`config.mk`:
```
export PLATFORM = sky130hd
export DESIGN_NAME = credit_duplex_xbar
export DESIGN_NICKNAME = d
export VERILOG_FILES = /design/src/rtl/credit_duplex_xbar.sv
export SDC_FILE = /design/constraint.sdc
export NUM_CORES = 1
export LEC_CHECK = 0
export ABC_CLOCK_PERIOD_IN_PS = 12300
export BUFFER_PORTS_ARGS = -buffer_cell sky130_fd_sc_hd__buf_2
export CORE_AREA = 5 5 226 228
export DETAILED_ROUTE_END_ITERATION = 12
export DIE_AREA = 0 0 231 233
export GPL_TIMING_DRIVEN = 0
export SETUP_SLACK_MARGIN = 0.3
export SLEW_MARGIN = 20
export SYNTH_ARGS = -nofsm -noshare
export SYNTH_HDL_FRONTEND = slang
export SYNTH_SLANG_ARGS = --single-unit
export TNS_END_PERCENT = 5
```
`constraint.sdc`:
```
create_clock -name clk_i -period 12.3 [get_ports clk_i]
set_clock_uncertainty 0.05 [all_clocks]
set_input_delay 0 -clock clk_i [delete_from_list [all_inputs] [get_ports clk_i]]
set_output_delay 0 -clock clk_i [all_outputs]
set_load 0.005 [all_outputs]
```
`src/rtl/credit_duplex_xbar.sv`:
```
// NumIn x NumOut full-duplex crossbar with round-robin arbitration on both paths, per-initiator
// outstanding-credit limit, optional response register stage and a sticky protocol-error flag.
module credit_duplex_xbar #(
    parameter int NumIn          = 4,
    parameter int NumOut         = 4,
    parameter int ReqDataWidth   = 32,
    parameter int RespDataWidth  = 32,
    parameter int MaxOutstanding = 8,
    parameter int RespReg        = 0,
    localparam int NumInLog      = (NumIn == 1) ? 1 : $clog2(NumIn),
    localparam int NumOutLog     = (NumOut == 1) ? 1 : $clog2(NumOut),
    localparam int CntW          = $clog2(MaxOutstanding + 1)
) (
    input  logic                            clk_i,
    input  logic                            rst_i,
    input  logic [NumIn-1:0]                req_valid_i,
    output logic [NumIn-1:0]                req_ready_o,
    input  logic [NumIn*NumOutLog-1:0]      req_tgt_addr_i,
    input  logic [NumIn*ReqDataWidth-1:0]   req_wdata_i,
    output logic [NumIn-1:0]                resp_valid_o,
    input  logic [NumIn-1:0]                resp_ready_i,
    output logic [NumIn*RespDataWidth-1:0]  resp_rdata_o,
    output logic [NumOut-1:0]               req_valid_o,
    input  logic [NumOut-1:0]               req_ready_i,
    output logic [NumOut*NumInLog-1:0]      req_ini_addr_o,
    output logic [NumOut*ReqDataWidth-1:0]  req_wdata_o,
    input  logic [NumOut-1:0]               resp_valid_i,
    output logic [NumOut-1:0]               resp_ready_o,
    input  logic [NumOut*NumInLog-1:0]      resp_ini_addr_i,
    input  logic [NumOut*RespDataWidth-1:0] resp_rdata_i,
    output logic [NumIn*CntW-1:0]           outstanding_o,
    output logic                            idle_o,
    output logic                            err_o
);

    logic [CntW-1:0]          cnt_q [NumIn];
    logic [CntW-1:0]          cnt_d [NumIn];
    logic [NumOut-1:0]        req_lock_q, req_lock_d;
    logic [NumInLog-1:0]      req_lidx_q [NumOut];
    logic [NumInLog-1:0]      req_lidx_d [NumOut];
    logic [NumInLog-1:0]      req_ptr_q [NumOut];
    logic [NumInLog-1:0]      req_ptr_d [NumOut];
    logic [NumIn-1:0]         rsp_lock_q, rsp_lock_d;
    logic [NumOutLog-1:0]     rsp_lidx_q [NumIn];
    logic [NumOutLog-1:0]     rsp_lidx_d [NumIn];
    logic [NumOutLog-1:0]     rsp_ptr_q [NumIn];
    logic [NumOutLog-1:0]     rsp_ptr_d [NumIn];
    logic [NumIn-1:0]         vld_q, vld_d;
    logic [RespDataWidth-1:0] rdata_q [NumIn];
    logic [RespDataWidth-1:0] rdata_d [NumIn];
    logic                     err_q, err_d;

    logic [NumIn-1:0]         req_elig [NumOut];
    logic [NumInLog-1:0]      req_gnt [NumOut];
    logic [NumOut-1:0]        req_found;
    logic [NumOut-1:0]        rsp_cand [NumIn];
    logic [NumOutLog-1:0]     rsp_gnt [NumIn];
    logic [NumIn-1:0]         rsp_found;
    logic [NumIn-1:0]         stage_ready;
    logic [NumIn-1:0]         rsp_tgt_hs;
    logic [RespDataWidth-1:0] rsp_sel [NumIn];
    int                       req_idx;
    int                       rsp_idx;

    // Request path: a held grant wins over round-robin until its handshake completes.
    always_comb begin
        req_valid_o    = '0;
        req_ready_o    = '0;
        req_ini_addr_o = '0;
        req_wdata_o    = '0;
        req_found      = '0;
        req_elig       = '{default: '0};
        req_gnt        = '{default: '0};
        req_idx        = 0;
        for (int t = 0; t < NumOut; t++) begin
            for (int i = 0; i < NumIn; i++) begin
                req_elig[t][i] = req_valid_i[i]
                    && (req_tgt_addr_i[i*NumOutLog +: NumOutLog] == NumOutLog'(t))
                    && (cnt_q[i] < CntW'(MaxOutstanding));
            end
            if (req_lock_q[t]) begin
                req_gnt[t]   = req_lidx_q[t];
                req_found[t] = req_elig[t][req_lidx_q[t]];
            end else begin
                for (int k = 0; k < NumIn; k++) begin
                    req_idx = int'(req_ptr_q[t]) + k;
                    if (req_idx >= NumIn) req_idx = req_idx - NumIn;
                    if (!req_found[t] && req_elig[t][req_idx]) begin
                        req_found[t] = 1'b1;
                        req_gnt[t]   = NumInLog'(req_idx);
                    end
                end
            end
            req_valid_o[t] = req_found[t] && !rst_i;
            req_ini_addr_o[t*NumInLog +: NumInLog] = req_gnt[t];
            req_wdata_o[t*ReqDataWidth +: ReqDataWidth] =
                req_wdata_i[int'(req_gnt[t])*ReqDataWidth +: ReqDataWidth];
            for (int i = 0; i < NumIn; i++) begin
                if (req_valid_o[t] && req_ready_i[t] && (req_gnt[t] == NumInLog'(i)))
                    req_ready_o[i] = 1'b1;
            end
        end
    end

    always_comb begin
        resp_valid_o = '0;
        resp_rdata_o = '0;
        resp_ready_o = '0;
        rsp_found    = '0;
        rsp_tgt_hs   = '0;
        stage_ready  = '0;
        rsp_cand     = '{default: '0};
        rsp_gnt      = '{default: '0};
        rsp_sel      = '{default: '0};
        rsp_idx      = 0;
        for (int i = 0; i < NumIn; i++) begin
            stage_ready[i] = (RespReg != 0) ? (!vld_q[i] || resp_ready_i[i]) : resp_ready_i[i];
            for (int t = 0; t < NumOut; t++) begin
                rsp_cand[i][t] = resp_valid_i[t]
                    && (resp_ini_addr_i[t*NumInLog +: NumInLog] == NumInLog'(i));
            end
            if (rsp_lock_q[i]) begin
                rsp_gnt[i]   = rsp_lidx_q[i];
                rsp_found[i] = rsp_cand[i][rsp_lidx_q[i]];
            end else begin
                for (int k = 0; k < NumOut; k++) begin
                    rsp_idx = int'(rsp_ptr_q[i]) + k;
                    if (rsp_idx >= NumOut) rsp_idx = rsp_idx - NumOut;
                    if (!rsp_found[i] && rsp_cand[i][rsp_idx]) begin
                        rsp_found[i] = 1'b1;
                        rsp_gnt[i]   = NumOutLog'(rsp_idx);
                    end
                end
            end
            rsp_sel[i]    = resp_rdata_i[int'(rsp_gnt[i])*RespDataWidth +: RespDataWidth];
            rsp_tgt_hs[i] = rsp_found[i] && stage_ready[i] && !rst_i;
            for (int t = 0; t < NumOut; t++) begin
                if (rsp_tgt_hs[i] && (rsp_gnt[i] == NumOutLog'(t)))
                    resp_ready_o[t] = 1'b1;
            end
            if (RespReg != 0) begin
                resp_valid_o[i] = vld_q[i];
                resp_rdata_o[i*RespDataWidth +: RespDataWidth] = rdata_q[i];
            end else begin
                resp_valid_o[i] = rsp_found[i] && !rst_i;
                resp_rdata_o[i*RespDataWidth +: RespDataWidth] = rsp_sel[i];
            end
        end
    end

    // Simultaneous issue and retire cancel; a retire with nothing outstanding flags a protocol error.
    always_comb begin
        err_d = err_q;
        for (int t = 0; t < NumOut; t++) begin
            req_lock_d[t] = req_valid_o[t] && !req_ready_i[t];
            req_lidx_d[t] = req_gnt[t];
            req_ptr_d[t]  = req_ptr_q[t];
            if (req_valid_o[t] && req_ready_i[t])
                req_ptr_d[t] = (int'(req_gnt[t]) == NumIn - 1) ? '0 : req_gnt[t] + 1'b1;
        end
        for (int i = 0; i < NumIn; i++) begin
            rsp_lock_d[i] = rsp_found[i] && !stage_ready[i];
            rsp_lidx_d[i] = rsp_gnt[i];
            rsp_ptr_d[i]  = rsp_ptr_q[i];
            if (rsp_tgt_hs[i])
                rsp_ptr_d[i] = (int'(rsp_gnt[i]) == NumOut - 1) ? '0 : rsp_gnt[i] + 1'b1;
            vld_d[i]   = vld_q[i];
            rdata_d[i] = rdata_q[i];
            if (RespReg != 0) begin
                if (rsp_tgt_hs[i]) begin
                    vld_d[i]   = 1'b1;
                    rdata_d[i] = rsp_sel[i];
                end else if (resp_ready_i[i]) begin
                    vld_d[i] = 1'b0;
                end
            end
            cnt_d[i] = cnt_q[i];
            if (req_ready_o[i] && !(resp_valid_o[i] && resp_ready_i[i])) begin
                cnt_d[i] = cnt_q[i] + 1'b1;
            end else if (!req_ready_o[i] && resp_valid_o[i] && resp_ready_i[i]) begin
                if (cnt_q[i] == '0) err_d = 1'b1;
                else cnt_d[i] = cnt_q[i] - 1'b1;
            end
        end
    end

    always_ff @(posedge clk_i or posedge rst_i) begin
        if (rst_i) begin
            req_lock_q <= '0;
            rsp_lock_q <= '0;
            vld_q      <= '0;
            err_q      <= 1'b0;
            for (int t = 0; t < NumOut; t++) begin
                req_lidx_q[t] <= '0;
                req_ptr_q[t]  <= '0;
            end
            for (int i = 0; i < NumIn; i++) begin
                cnt_q[i]      <= '0;
                rsp_lidx_q[i] <= '0;
                rsp_ptr_q[i]  <= '0;
                rdata_q[i]    <= '0;
            end
        end else begin
            req_lock_q <= req_lock_d;
            rsp_lock_q <= rsp_lock_d;
            vld_q      <= vld_d;
            err_q      <= err_d;
            for (int t = 0; t < NumOut; t++) begin
                req_lidx_q[t] <= req_lidx_d[t];
                req_ptr_q[t]  <= req_ptr_d[t];
            end
            for (int i = 0; i < NumIn; i++) begin
                cnt_q[i]      <= cnt_d[i];
                rsp_lidx_q[i] <= rsp_lidx_d[i];
                rsp_ptr_q[i]  <= rsp_ptr_d[i];
                rdata_q[i]    <= rdata_d[i];
            end
        end
    end

    always_comb begin
        idle_o = (vld_q == '0);
        for (int i = 0; i < NumIn; i++) begin
            outstanding_o[i*CntW +: CntW] = cnt_q[i];
            if (cnt_q[i] != '0) idle_o = 1'b0;
        end
    end

    assign err_o = err_q;

endmodule

```
After elaboration in Yosys (flattened, before gate mapping)
Cells that the tools add are included.
{ "word_totals": {"regBits": 57, "latch_bits": 0, "mem_bits_rw": 0, "rom_bits": 0, "input_bits": 290, "output_inout_bits": 298, "word_cells": 808, "mem_count": 0} }
{ "classes": {"n_addsub": 72, "multipliers": 0, "div_mod_pow": 0, "n_lt_le_gt_ge": 76, "n_eq_ne": 60, "shifts": 8, "muxes": 348, "bitwise_logic": 0, "reduce_logical": 221} }
{ "op_table": {"columns": ["operator", "count"], "rows": [
  ["$mux W32", 64],
  ["$lt A32 B4 Y1 const B", 32],
  ["$shiftx A128 B8 Y32", 8],
  ["$mux W1", 184],
  ["$logic_and A1 B1 Y1", 148],
  ["$mux W2", 48],
  ["$sub A3 B3 Y4 const B", 24],
  ["$bmux W1 S2", 40],
  ["$ge A3 B3 Y1 const B", 24],
  ["$eq A2 B2 Y1 const B", 32],
  ["$add A2 B2 Y3 const B", 16],
  ["$eq A2 B1 Y1 const B", 24],
  ["$mux W4", 12],
  ["$logic_not A1 Y1", 41],
  ["$logic_not A2 Y1", 16],
  ["$sub A2 B3 Y4 const B", 8],
  ["$add A2 B1 Y3 const B", 8],
  ["$ge A2 B3 Y1 const B", 8],
  ["$lt A2 B3 Y1 const B", 8],
  ["$add A2 B1 Y2 const B", 8],
  ["$add A4 B1 Y4 const B", 4],
  ["$logic_not A4 Y1", 4],
  ["$lt A4 B4 Y1 const B", 4],
  ["$reduce_bool A4 Y1", 4],
  ["4 further kinds", 16]
]} }

Logic depth before layout (Yosys ltp)
Gate-level depths: netlist of run 1.
{ "logic_depth": {"depth_word": 41, "depth_mapped": 21, "ltp_nobuf": 18} }

Least setup slack after synthesis of run 1
Ideal clock, no wire load.
{ "synth_path": {"path_type": "flip-flop to flip-flop", "startpoint": "register cnt_q, in the netlist outstanding_o[11]", "endpoint": "register cnt_q, in the netlist outstanding_o[7]", "setup_time_ns": 0.079, "arrival_time_ns": 4.496, "required_ns": 12.171, "path_slack_ns": 7.675, "path_stages_with_launch": 22, "path_buffers": 4, "period_less_slack_ns": 4.625, "cell_sequence": "dfrtp_1 -> buf_2 -> nand4bb_1 -> clkbuf_1 -> nor2_1 -> a211oi_1 -> o21ai_0 -> a21oi_1 -> buf_4 -> buf_1 -> inv_1 -> ha_1 -> a32o_1 -> a211oi_4 -> inv_1 -> nand2_1 -> ha_1 -> a21o_1 -> a21o_1 -> and2_1 -> mux2_2 -> mux2i_1"} }
{ "synth_via": {"word_cells_on_any_way": 165, "classes_between": "1 x order compare; 5 x eq/ne; 113 x mux; 46 x reduce/logical"} }
{ "synth_rtl": {"columns": ["element", "line", "rtl"], "rows": [
  ["start: declaration", "36", "logic [CntW-1:0] cnt_q [NumIn];"],
  ["start signal: indexed assignment", "213", "cnt_q[i] <= cnt_d[i];"],
  ["$lt A4 B4 Y1 (*)", "79", "&& (cnt_q[i] < CntW'(MaxOutstanding));"],
  ["$logic_and A1 B1 Y1 (*)", "79", null],
  ["$bmux W1 S2", "88", "if (!req_found[t] && req_elig[t][req_idx]) begin"],
  ["$mux W1 (not written as such) (2 in series)", "88", null],
  ["$mux W1", "88", null],
  ["$mux W1", "81", "if (req_lock_q[t]) begin"],
  ["$logic_not A1 Y1", "88", null],
  ["$logic_and A1 B1 Y1", "88", null],
  ["[... 10 more ...]", null, null],
  ["net req_ini_addr_o[3]", "25", "output logic [NumOut*NumInLog-1:0] req_ini_addr_o,"],
  ["$eq A2 B1 Y1 (*)", "99", "if (req_valid_o[t] && req_ready_i[t] && (req_gnt[t] == NumInLog'(i)))"],
  ["$logic_and A1 B1 Y1 (*)", "99", null],
  ["$mux W1 (*) (3 in series)", "99", null],
  ["net req_ready_o[1]", "17", "output logic [NumIn-1:0] req_ready_o,"],
  ["$logic_not A1 Y1", "180", "end else if (!req_ready_o[i] && resp_valid_o[i] && resp_ready_i[i]) begin"],
  ["$logic_and A1 B1 Y1 (2 in series)", "180", null],
  ["$reduce_bool A2 Y1 (no line)", null, null],
  ["$reduce_and A2 Y1 (no line)", null, null]
]} }
The timed path passes the listed nets; every way through them passes the cells marked *. The select of a mux whose other input is x is not followed.
A chain may end at the register's enable or synchronous reset.

Worst setup path in the final report of run 1
{ "layout_path": {"startpoint": "register cnt_q, in the netlist outstanding_o[11]", "endpoint": "register cnt_q, in the netlist outstanding_o[7]"} }
{ "layout_via": {"elab_chain_len": 31, "word_cells_on_any_way": 165, "classes_between": "1 x order compare; 5 x eq/ne; 113 x mux; 46 x reduce/logical"} }
{ "layout_lines": {"columns": ["element", "line", "rtl"], "rows": [
  ["$lt A4 B4 Y1 (*)", "79", null],
  ["$logic_and A1 B1 Y1", "79", null],
  ["$bmux W1 S2", "88", null],
  ["$mux W1 (not written as such) (2 in series)", "88", null],
  ["$mux W1", "88", null],
  ["$mux W1", "81", null],
  ["$logic_not A1 Y1", "88", null],
  ["$logic_and A1 B1 Y1", "88", null],
  ["[... 10 more ...]", null, null],
  ["$logic_and A1 B1 Y1", "94", "req_valid_o[t] = req_found[t] && !rst_i;"],
  ["$logic_and A1 B1 Y1 (2 in series)", "99", null],
  ["$mux W1 (3 in series)", "99", null],
  ["$mux W1 (*)", "99", null],
  ["$logic_not A1 Y1", "180", null],
  ["$logic_and A1 B1 Y1 (2 in series)", "180", null],
  ["$reduce_bool A2 Y1 (no line)", null, null],
  ["$reduce_and A2 Y1 (no line)", null, null]
]} }
Every way passes the cells marked *; elsewhere a longest branch is shown, timed or not. The select of a mux whose other input is x is not followed.

==> impl_metrics.csv, run 1 <==
group,metric,value,unit
outcome,outcome,"finished, final reports clean",
cts,clockBufferDepth,2,
critical_path,max_stage_delay,0.82,ns
synth,synth_area_leaders,"mux2i_1 24%, dfrtp_1 11%, nand2_1 10%, a211oi_1 7.6%, and2_1 4.9%",
global_route,busiest_layer,"met2",
floorplan,core-area,48600,um2
timing,fin_setup_tns,0,ns
synth,ys_ff_latch,57,
worst_hold_path,hp-class,"input port to async pin",
floorplan,die_x,231,um
critical_path,ff2ff_setup_slack,6.11,ns
global_route,grt.met1_usage,36.8,%
synth,syn_area,13100,um2
timing,setup_viol,0,
routing,drc,0,
floorplan,ios,588,
critical_path,path_cells,"buf_2, nand4bb_1, clkbuf_1, nor2_1, a211oi_1, o21ai_0, a21oi_1, buf_4, buf_1, inv_1, ha_1, a32o_1, a211oi_4, inv_1, nand2_1, ha_1, a21o_1, a21o_1, and2_1, mux2_2, mux2i_1",
cells_and_area,fin_nets,2765,
power_and_ir_drop,p_per_area,188,nW/um2
cts,cts_tree,"yes",
power_and_ir_drop,p_leak,8.42,nW
routing,ant_nets,0,
cells_and_area,layout_common_cells,"607 x buf_2, 364 x nand2_1, 309 x mux2i_1",
critical_path,critPathLaunch,"outstanding_o[11]",
synth,synthFlopType,"dfrtp_1",
synth,syn-instance-count,1823,
floorplan,rows,81,
critical_path,critPathMaxFanout,13,
cts,cts_buffers,9,
synth,syn_avg_cell_area,7.17,um2
timing,fin_crit_sh,50.3,%
cts,root_buffer,"clkbuf_16",
floorplan,start_util,26.9,%
synth,synth_largest_area_cell,"mux2i_1",
cts,clkTransAtPathRegs,0.06,ns
routing,wl,83.9,mm
cts,cts.sink_count,57,
global_route,overflow,0,
critical_path,arrival,6.40,ns
critical_path,rr_worst_depth,21,
timing,maxSlewViolCount,0,
cells_and_area,drive_above_1_share,27.8,%
critical_path,crit_type,"register to register",
placement,io_buffers,585,
timing,relSlewSlack,22.1,%
critical_path,end_kind,"register",
critical_path,r2r-start,"outstanding_o[11]",
critical_path,critPathSlowestCell,"a21oi_1",
power_and_ir_drop,peakVddDrop,0.0000738,V
synth,syn_nets,2157,
global_route,grt.met3_usage,6.88,%
timing,tightest_slew,1.17,ns
cts,h-tree-depth,3,
synth,yosysTopAreaCellShare,23.7,%
critical_path,timing.rr.end,"outstanding_o[7]",
timing,min_period,6.19,ns
routing,wl_per_cell,27.3,um
placement,place_congestion,1.01,
flow_run,cap_violations,0,
cells_and_area,layout_commonest_cell,"buf_2",
placement,dp.final_hpwl,67.5,mm
timing,fmax,162,MHz
routing,via_per_inst,5.91,
floorplan,die_height,233,um
timing,rsz0062_at_grt,"no",
synth,ys_async_sr_fraction,100,%
global_route,use_met2,46.1,%
global_route,antenna_found_initial,15,
global_route,grt_pass1_vias,17600,
synth,ys_warn_count,0,
routing,vias,18100,
cells_and_area,syn_to_final_growth,31.9,%
synth,synth_enable_flop_cells,0,
routing,firstDrtPassIters,6,
critical_path,cp.required,12.51,ns
routing,drt-initial-drc-count,1823,
critical_path,start_kind,"register",
timing,whs,0.179,ns
cells_and_area,fillers,5308,
synth,synth-seq-area-share,10.9,%
timing,hold_viol,0,
global_route,grt_pass1_wl,118,mm
cts,clock_insertion_delay_worst_skew,0.34,ns
global_route,grtUsageTotal,28.8,%
synth,yosysUniqueCellTypes,83,
cts,cts_setup_buffers,0,
floorplan,die_area,53800,um2
global_route,grt_max_degree,42,
per-stage QoR:
step	area [um2]	power (W)	worst slack (ns)	utilization, %	instances
floorplan	13100	0.00175	7.67	-	1823
global placement	16800	0.00289	6.33	34.5	3030
detailed placement	16800	0.00292	6.19	34.6	3032
CTS	17200	0.00319	6.19	35.4	3057
global route	17200	0.00341	5.75	35.4	3064
finish	17200	0.00324	6.11	35.4	3069
registers in the layout (all words and copies together), names as in the netlist:
signal,count
req_lock_q,4
outstanding_o,16
req_ptr_q,8
rsp_lidx_q,8
rsp_ptr_q,8
req_lidx_q,8
rsp_lock_q,4
err_o,1
timing repair:
| action | CTS | global route |
|---|---|---|
| endpoints found under the hold margin | 66 | 0 |
| resized for setup | 0 | 0 |
| hold buffers | 9 | 0 |
Yosys cell counts (all sizes together), types with 4 or more instances:
cell	count
a22oi	4
mux2	15
ha	40
and2	103
or4b	4
nand3b	8
dfrtp	57
nor4bb	6
o21a	5
nand3	8
nor4	10
o211ai	6
clkbuf	116
nor4b	5
nand4b	5
a32o	4
and3b	9
nand4bb	5
xor2	6
a211oi	135
nor2b	39
or2	4
nand2b	6
fa	4
nand2	364
nor3	12
nor2	49
a31oi	99
inv	37
o31ai	9
and3	74
buf	41
a21o	8
mux2i	310
o21ai	21
mux4	7
nand4	6
nor3b	5
a21oi	123
o22ai	11
critical path: cells and delay by family, from the launching register on:
family / cells / cell delay [ns]
adders and majority gates: 2 / 0.48
DFF: 1 / 0.35
buffers and inverters: 6 / 1.90
muxes: 2 / 0.39
and+or+nand+nor: 4 / 0.56
AOI/OAI and AO/OA: 7 / 2.37
final cells by class:
cell class	count	area, um2	share of cell area [%]
multi-input combinational	1572	10900	63.0
timing repair buffer	597	3060	17.8
sequential	57	1430	8.27
tap	622	778	4.51
buffer	157	661	3.83
clock buffer	13	250	1.45
inverter	37	141	0.820
clock inverter	3	40.0	0.232
antenna	11	27.5	0.160
worst max path at each step:
stage                        to  cells past startpoint
4_1_cts        outstanding_o[7]                     21
5_1_grt        outstanding_o[7]                     21
2_1_floorplan  outstanding_o[7]                     21
3_3_place_gp   outstanding_o[7]                     21
3_5_place_dp   outstanding_o[7]                     21
6_report       outstanding_o[7]                     21
routing by layer:
metal,part of all wire (%),up-vias
met5,0.070,-
met4,5.3,8
met3,10,254
met2,45,1260
met1,40,8695
li1,-,7921
cell families (layout without fill, tap and decap cells):
family	after synthesis	after routing	synth area share, %
flops	57	57	10.9
other cells	0	11	0
mux	332	332	26.5
xor+xnor	8	8	0.536
buf+inv	194	807	6.10
fa+ha+maj	44	44	4.44
simple gates	738	738	28.8
compound gates	450	450	22.8
power by group:
group | internal [W] | switching, W
Clock | 0.000162 | 0.0000897
Sequential | 0.000262 | 0.0000841
Combinational | 0.000984 | 0.00166
(Power assumes the default switching activity.)
==> run 2, diff against run 1 <==
--- a/config.mk
+++ b/config.mk
@@ -5,7 +5,7 @@
 export SDC_FILE = /design/constraint.sdc
 export NUM_CORES = 1
 export LEC_CHECK = 0
-export ABC_CLOCK_PERIOD_IN_PS = 12300
+export ABC_CLOCK_PERIOD_IN_PS = 6500
 export BUFFER_PORTS_ARGS = -buffer_cell sky130_fd_sc_hd__buf_2
 export CORE_AREA = 5 5 226 228
 export DETAILED_ROUTE_END_ITERATION = 12
==> constraint.sdc (replaced) <==
create_clock -name clk_i -period 6.5 [get_ports clk_i]
set_clock_uncertainty 0.05 [all_clocks]
set_input_delay 0 -clock clk_i [delete_from_list [all_inputs] [get_ports clk_i]]
set_output_delay 0 -clock clk_i [all_outputs]
set_load 0.005 [all_outputs]
==> impl_metrics.csv, run 2 (synthesized netlist as in run 1, its figures left out) <==
group,metric,value,unit
outcome,outcome,"finished, final reports clean",
floorplan,start_util,26.9,%
cells_and_area,fin_nets,2764,
critical_path,crit_type,"register to register",
routing,via_per_inst,5.93,
global_route,grt_max_degree,42,
routing,vias,18200,
routing,firstDrtPassIters,8,
routing,wl,83.8,mm
critical_path,critPathSlowestCell,"nor4bb_1",
timing,fmax,171,MHz
global_route,grtUsageTotal,28.8,%
cts,cts_buffers,9,
timing,min_period,5.86,ns
floorplan,core-area,48600,um2
timing,fin_crit_sh,90.1,%
routing,ant_nets,0,
cts,clkTransAtPathRegs,0.06,ns
routing,wl_per_cell,27.3,um
cts,cts.sink_count,57,
timing,tightest_slew,1.19,ns
timing,hold_viol,0,
cells_and_area,fin_area,17200,um2
timing,setup_viol,0,
floorplan,die_area,53800,um2
floorplan,die_height,233,um
global_route,overflow,0,
cts,clockBufferDepth,2,
floorplan,rows,81,
global_route,grt_pass1_wl,118,mm
timing,rsz0062_at_grt,"no",
cells_and_area,layout_commonest_cell,"buf_2",
power_and_ir_drop,p_leak,8.42,nW
floorplan,ios,588,
critical_path,critPathMaxFanout,13,
flow_run,cap_violations,0,
critical_path,path_cells,"nor4bb_1, buf_6, a21o_1, a21oi_1, o22ai_1, o21a_1, clkbuf_1, inv_1, clkbuf_1, ha_1, a32o_2, a211oi_4, or2_2, ha_1, a21o_1, a21oi_1, nand3b_1, mux2_2, mux2i_1",
critical_path,cp_top_family,"compound AO/OA/AOI/OAI gates",
critical_path,cp.required,6.71,ns
cells_and_area,finish.utilization,35.4,%
critical_path,arrival,6.06,ns
cells_and_area,layout_common_cells,"607 x buf_2, 364 x nand2_1, 309 x mux2i_1",
cts,h-tree-depth,3,
cells_and_area,syn_to_final_growth,31.9,%
cells_and_area,drive_above_1_share,27.8,%
critical_path,max_stage_delay,0.57,ns
critical_path,start_kind,"register",
worst_hold_path,hp-class,"input port to async pin",
placement,place_congestion,1.01,
cells_and_area,fillers,5308,
global_route,grt_pass1_vias,17600,
placement,io_buffers,585,
cts,cts_tree,"yes",
placement,place_area,16800,um2
cts,root_buffer,"clkbuf_16",
placement,dp.final_hpwl,67.5,mm
global_route,antenna_found_initial,15,
power_and_ir_drop,peakVddDrop,0.000143,V
power_and_ir_drop,total_power,0.00612,W
routing,drc,0,
power_and_ir_drop,p_per_area,355,nW/um2
timing,fin_setup_tns,0,ns
cells_and_area,largest_register_ffs,16,
critical_path,worst-path-buf-inv,4,
critical_path,end_kind,"register",
cts,clock_insertion_delay_worst_skew,0.34,ns
timing,relSlewSlack,20.8,%
routing,drt-initial-drc-count,1858,
timing,maxSlewViolCount,0,
floorplan,die_x,231,um
==> run 2: worst register-to-register path: cells and delay by family (launching register included) <==
| kind | cells | cell delay [ns] |
|---|---|---|
| AOI/OAI and AO/OA | 8 | 1.73 |
| buffers and inverters | 4 | 1.55 |
| and+or+nand+nor | 3 | 0.95 |
| adders and majority gates | 2 | 0.63 |
| DFF | 1 | 0.49 |
| muxes | 2 | 0.39 |
==> run 2: power breakdown <==
part           switching (W)  internal (W)  total (W)
Sequential          0.000158      0.000495   0.000653
Combinational        0.00314       0.00186    0.00500
Clock               0.000168      0.000306   0.000474
Total                0.00346       0.00266    0.00612
==> run 2: cell type report <==
class | count | area (um2) | share of cell area [%]
Antenna cell | 9 | 22.5 | 0.131
Buffer | 156 | 657 | 3.81
Clock buffer | 13 | 250 | 1.45
Clock inverter | 3 | 40.0 | 0.232
Inverter | 37 | 141 | 0.820
Multi-Input combinational cell | 1572 | 10900 | 63.0
Sequential cell | 57 | 1430 | 8.28
Tap cell | 622 | 778 | 4.52
Timing Repair Buffer | 597 | 3060 | 17.8
==> run 2: stage by stage <==
step / hold WS, ns / worst slack (ns) / instances
after floorplan: 0.0156 / 1.87 / 1823
after global placement: 0.118 / 0.526 / 3030
after detailed placement: -0.0247 / 0.388 / 3032
after CTS: 0.186 / 0.389 / 3057
after global routing: 0.218 / 0.364 / 3063
final: 0.180 / 0.644 / 3066
==> run 2: worst paths after layout <==
kind / start / end / slack, ns / cells after the start
setup reg to reg: outstanding_o[7] / outstanding_o[11] / 0.64 / 19
hold / removal: rst_i / rsp_lock_q[0] / 0.18 / 3
min in group clk_i: req_tgt_addr_i[6] / req_lock_q[3] / 0.29 / 5
hold reg to reg: err_o / err_o / 0.47 / 2
setup / recovery: outstanding_o[7] / outstanding_o[11] / 0.64 / 19
max in group asynchronous: rst_i / req_lidx_q[0] / 5.70 / 4
==> run 2: timing repair <==
item,4_1_cts,5_1_grt
hold buffers,9,0
endpoints found under the hold margin,66,0
endpoints found under the setup margin,0,2
resized for setup,0,1
buffers inserted,0,0
==> run 2: routing by layer <==
| metal | global-route usage, % | vias to the layer above | share of wire (%) |
|---|---|---|---|
| met5 | 0 | - | 0.070 |
| met4 | 13.1 | 8 | 5.1 |
| met3 | 6.88 | 253 | 9.7 |
| met2 | 46.1 | 1242 | 45 |
| met1 | 36.8 | 8769 | 40 |
| li1 | - | 7915 | - |
==> run 3, diff against run 2 <==
--- a/config.mk
+++ b/config.mk
@@ -5,9 +5,10 @@
 export SDC_FILE = /design/constraint.sdc
 export NUM_CORES = 1
 export LEC_CHECK = 0
-export ABC_CLOCK_PERIOD_IN_PS = 6500
+export ABC_CLOCK_PERIOD_IN_PS = 7510
 export BUFFER_PORTS_ARGS = -buffer_cell sky130_fd_sc_hd__buf_2
 export CORE_AREA = 5 5 226 228
+export CTS_BUF_LIST = sky130_fd_sc_hd__clkbuf_4
 export DETAILED_ROUTE_END_ITERATION = 12
 export DIE_AREA = 0 0 231 233
 export GPL_TIMING_DRIVEN = 0
==> constraint.sdc (replaced) <==
create_clock -name clk_i -period 7.51 [get_ports clk_i]
set_clock_uncertainty 0.05 [all_clocks]
set_input_delay 0 -clock clk_i [delete_from_list [all_inputs] [get_ports clk_i]]
set_output_delay 0 -clock clk_i [all_outputs]
set_load 0.005 [all_outputs]
==> impl_metrics.csv, run 3 (synthesized netlist as in run 1, its figures left out) <==
group,metric,value,unit
cells_and_area,layout_commonest_cell,"buf_2",
routing,drt-initial-drc-count,1924,
timing,tightest_slew,1.18,ns
cts,cts_tree,"yes",
floorplan,die_area,53800,um2
power_and_ir_drop,total_power,0.00513,W
power_and_ir_drop,peakVddDrop,0.000120,V
timing,fin_crit_sh,82.7,%
critical_path,cp_top_family,"compound AO/OA/AOI/OAI gates",
cts,post_cts_resized,0,
global_route,overflow,0,
cts,cts_setup_buffers,0,
routing,wl_per_cell,27.3,um
timing,relSlewSlack,21.6,%
global_route,grt_pass1_wl,118,mm
floorplan,ios,588,
cells_and_area,fillers,5322,
floorplan,rows,81,
global_route,grt_pass1_vias,17600,
global_route,antenna_found_initial,16,
flow_run,cap_violations,0,
floorplan,die_x,231,um
critical_path,worst-path-buf-inv,6,
floorplan,start_util,26.9,%
routing,ant_nets,0,
cts,cts_buffers,9,
critical_path,start_kind,"register",
placement,place_congestion,1.01,
critical_path,critPathSlowestCell,"a21oi_1",
outcome,outcome,"finished, final reports clean",
placement,placed_cells,3032,
timing,rsz0062_at_grt,"no",
critical_path,r2r-start,"outstanding_o[11]",
critical_path,path_cells,"buf_2, nand4bb_1, clkbuf_1, nor2_1, a211oi_1, o21ai_0, a21oi_1, buf_4, buf_1, inv_1, ha_1, a32o_1, a211oi_4, inv_1, nand2_1, ha_1, a21o_1, a21o_1, and2_1, mux2_2, mux2i_1",
cts,root_buffer,"clkbuf_4",
routing,wl,83.8,mm
cells_and_area,finish.utilization,35.1,%
critical_path,cp.required,7.83,ns
routing,firstDrtPassIters,8,
cells_and_area,fin_nets,2765,
cts,cts.sink_count,57,
critical_path,critPathMaxFanout,13,
timing,fmax,161,MHz
power_and_ir_drop,p_leak,8.36,nW
cells_and_area,seq_area,1430,um2
floorplan,die_height,233,um
routing,via_per_inst,5.90,
timing,whs,0.0647,ns
timing,fin_setup_tns,0,ns
cells_and_area,syn_to_final_growth,30.8,%
cells_and_area,layout.cells.non_filler,3071,
floorplan,core-area,48600,um2
critical_path,critPathLaunch,"outstanding_o[11]",
worst_hold_path,hp-class,"input port to async pin",
cts,clockBufferDepth,2,
cells_and_area,layout_common_cells,"607 x buf_2, 364 x nand2_1, 309 x mux2i_1",
timing,hold_viol,0,
routing,drc,0,
placement,dp.final_hpwl,67.5,mm
global_route,grtUsageTotal,28.8,%
cts,h-tree-depth,3,
power_and_ir_drop,p_per_area,300,nW/um2
critical_path,end_kind,"register",
cts,holdBufCountCts,9,
cts,clkTransAtPathRegs,0.12,ns
cts,clock_insertion_delay_worst_skew,0.44,ns
cells_and_area,largest_register_ffs,16,
timing,maxSlewViolCount,0,
placement,io_buffers,585,
critical_path,ff2ff_setup_slack,1.30,ns
cells_and_area,multi_input_area,10900,um2
critical_path,arrival,6.54,ns
global_route,grt_max_degree,42,
routing,vias,18100,
timing,min_period,6.21,ns
critical_path,crit_type,"register to register",
critical_path,max_stage_delay,0.81,ns
timing,setup_viol,0,
cells_and_area,drive_above_1_share,27.8,%
[run 3: cell count changes in the layout (fill, tap and decap cells not counted), moves of 3 or more]
cell,change
clkbuf_1,-3
clkbuf_16,-9
clkbuf_4,+12
diode_2,+4
[run 3: routing by layer]
metal	wire length (um)	vias to the layer above	GRT usage (%)
met2	37700	1228	46.2
met3	8520	257	6.97
met1	33200	8701	36.7
met4	4320	8	13.0
li1	-	7926	-
met5	53	-	0
[run 3: path summary, 6_finish.rpt]
path                               endpoint  cells past startpoint
max in group asynchronous      req_ptr_q[1]                      4
hold reg to reg                       err_o                      2
setup / recovery           outstanding_o[7]                     21
min in group clk_i            req_lock_q[3]                      5
setup reg to reg           outstanding_o[7]                     21
hold / removal                rsp_lock_q[0]                      3
[run 3: tightest hold or removal path, stage by stage]
cell           delay [ns]
dlygate4sd3_1        0.55
buf_6                0.16
inv_4                0.24
[run 3: metrics by stage]
step                cell area (um2)  setup WS, ns
global route                  17100         0.961
detailed placement            16800          1.40
finish                        17100          1.30
CTS                           17000          1.40
floorplan                     13100          2.88
global placement              16800          1.54
[run 3: where the power goes]
part / switching, W / internal, W
clock network: 0.000125 / 0.000111
registers: 0.000137 / 0.000427
logic: 0.00272 / 0.00161
[run 3: final cells by class]
type                            instances  area share, %
Antenna cell                           13          0.190
Buffer                                157           3.87
Clock buffer                           12          0.527
Clock inverter                          4          0.256
Inverter                               37          0.827
Multi-Input combinational cell       1572           63.5
Sequential cell                        57           8.35
Tap cell                              622           4.55
Timing Repair Buffer                  597           17.9
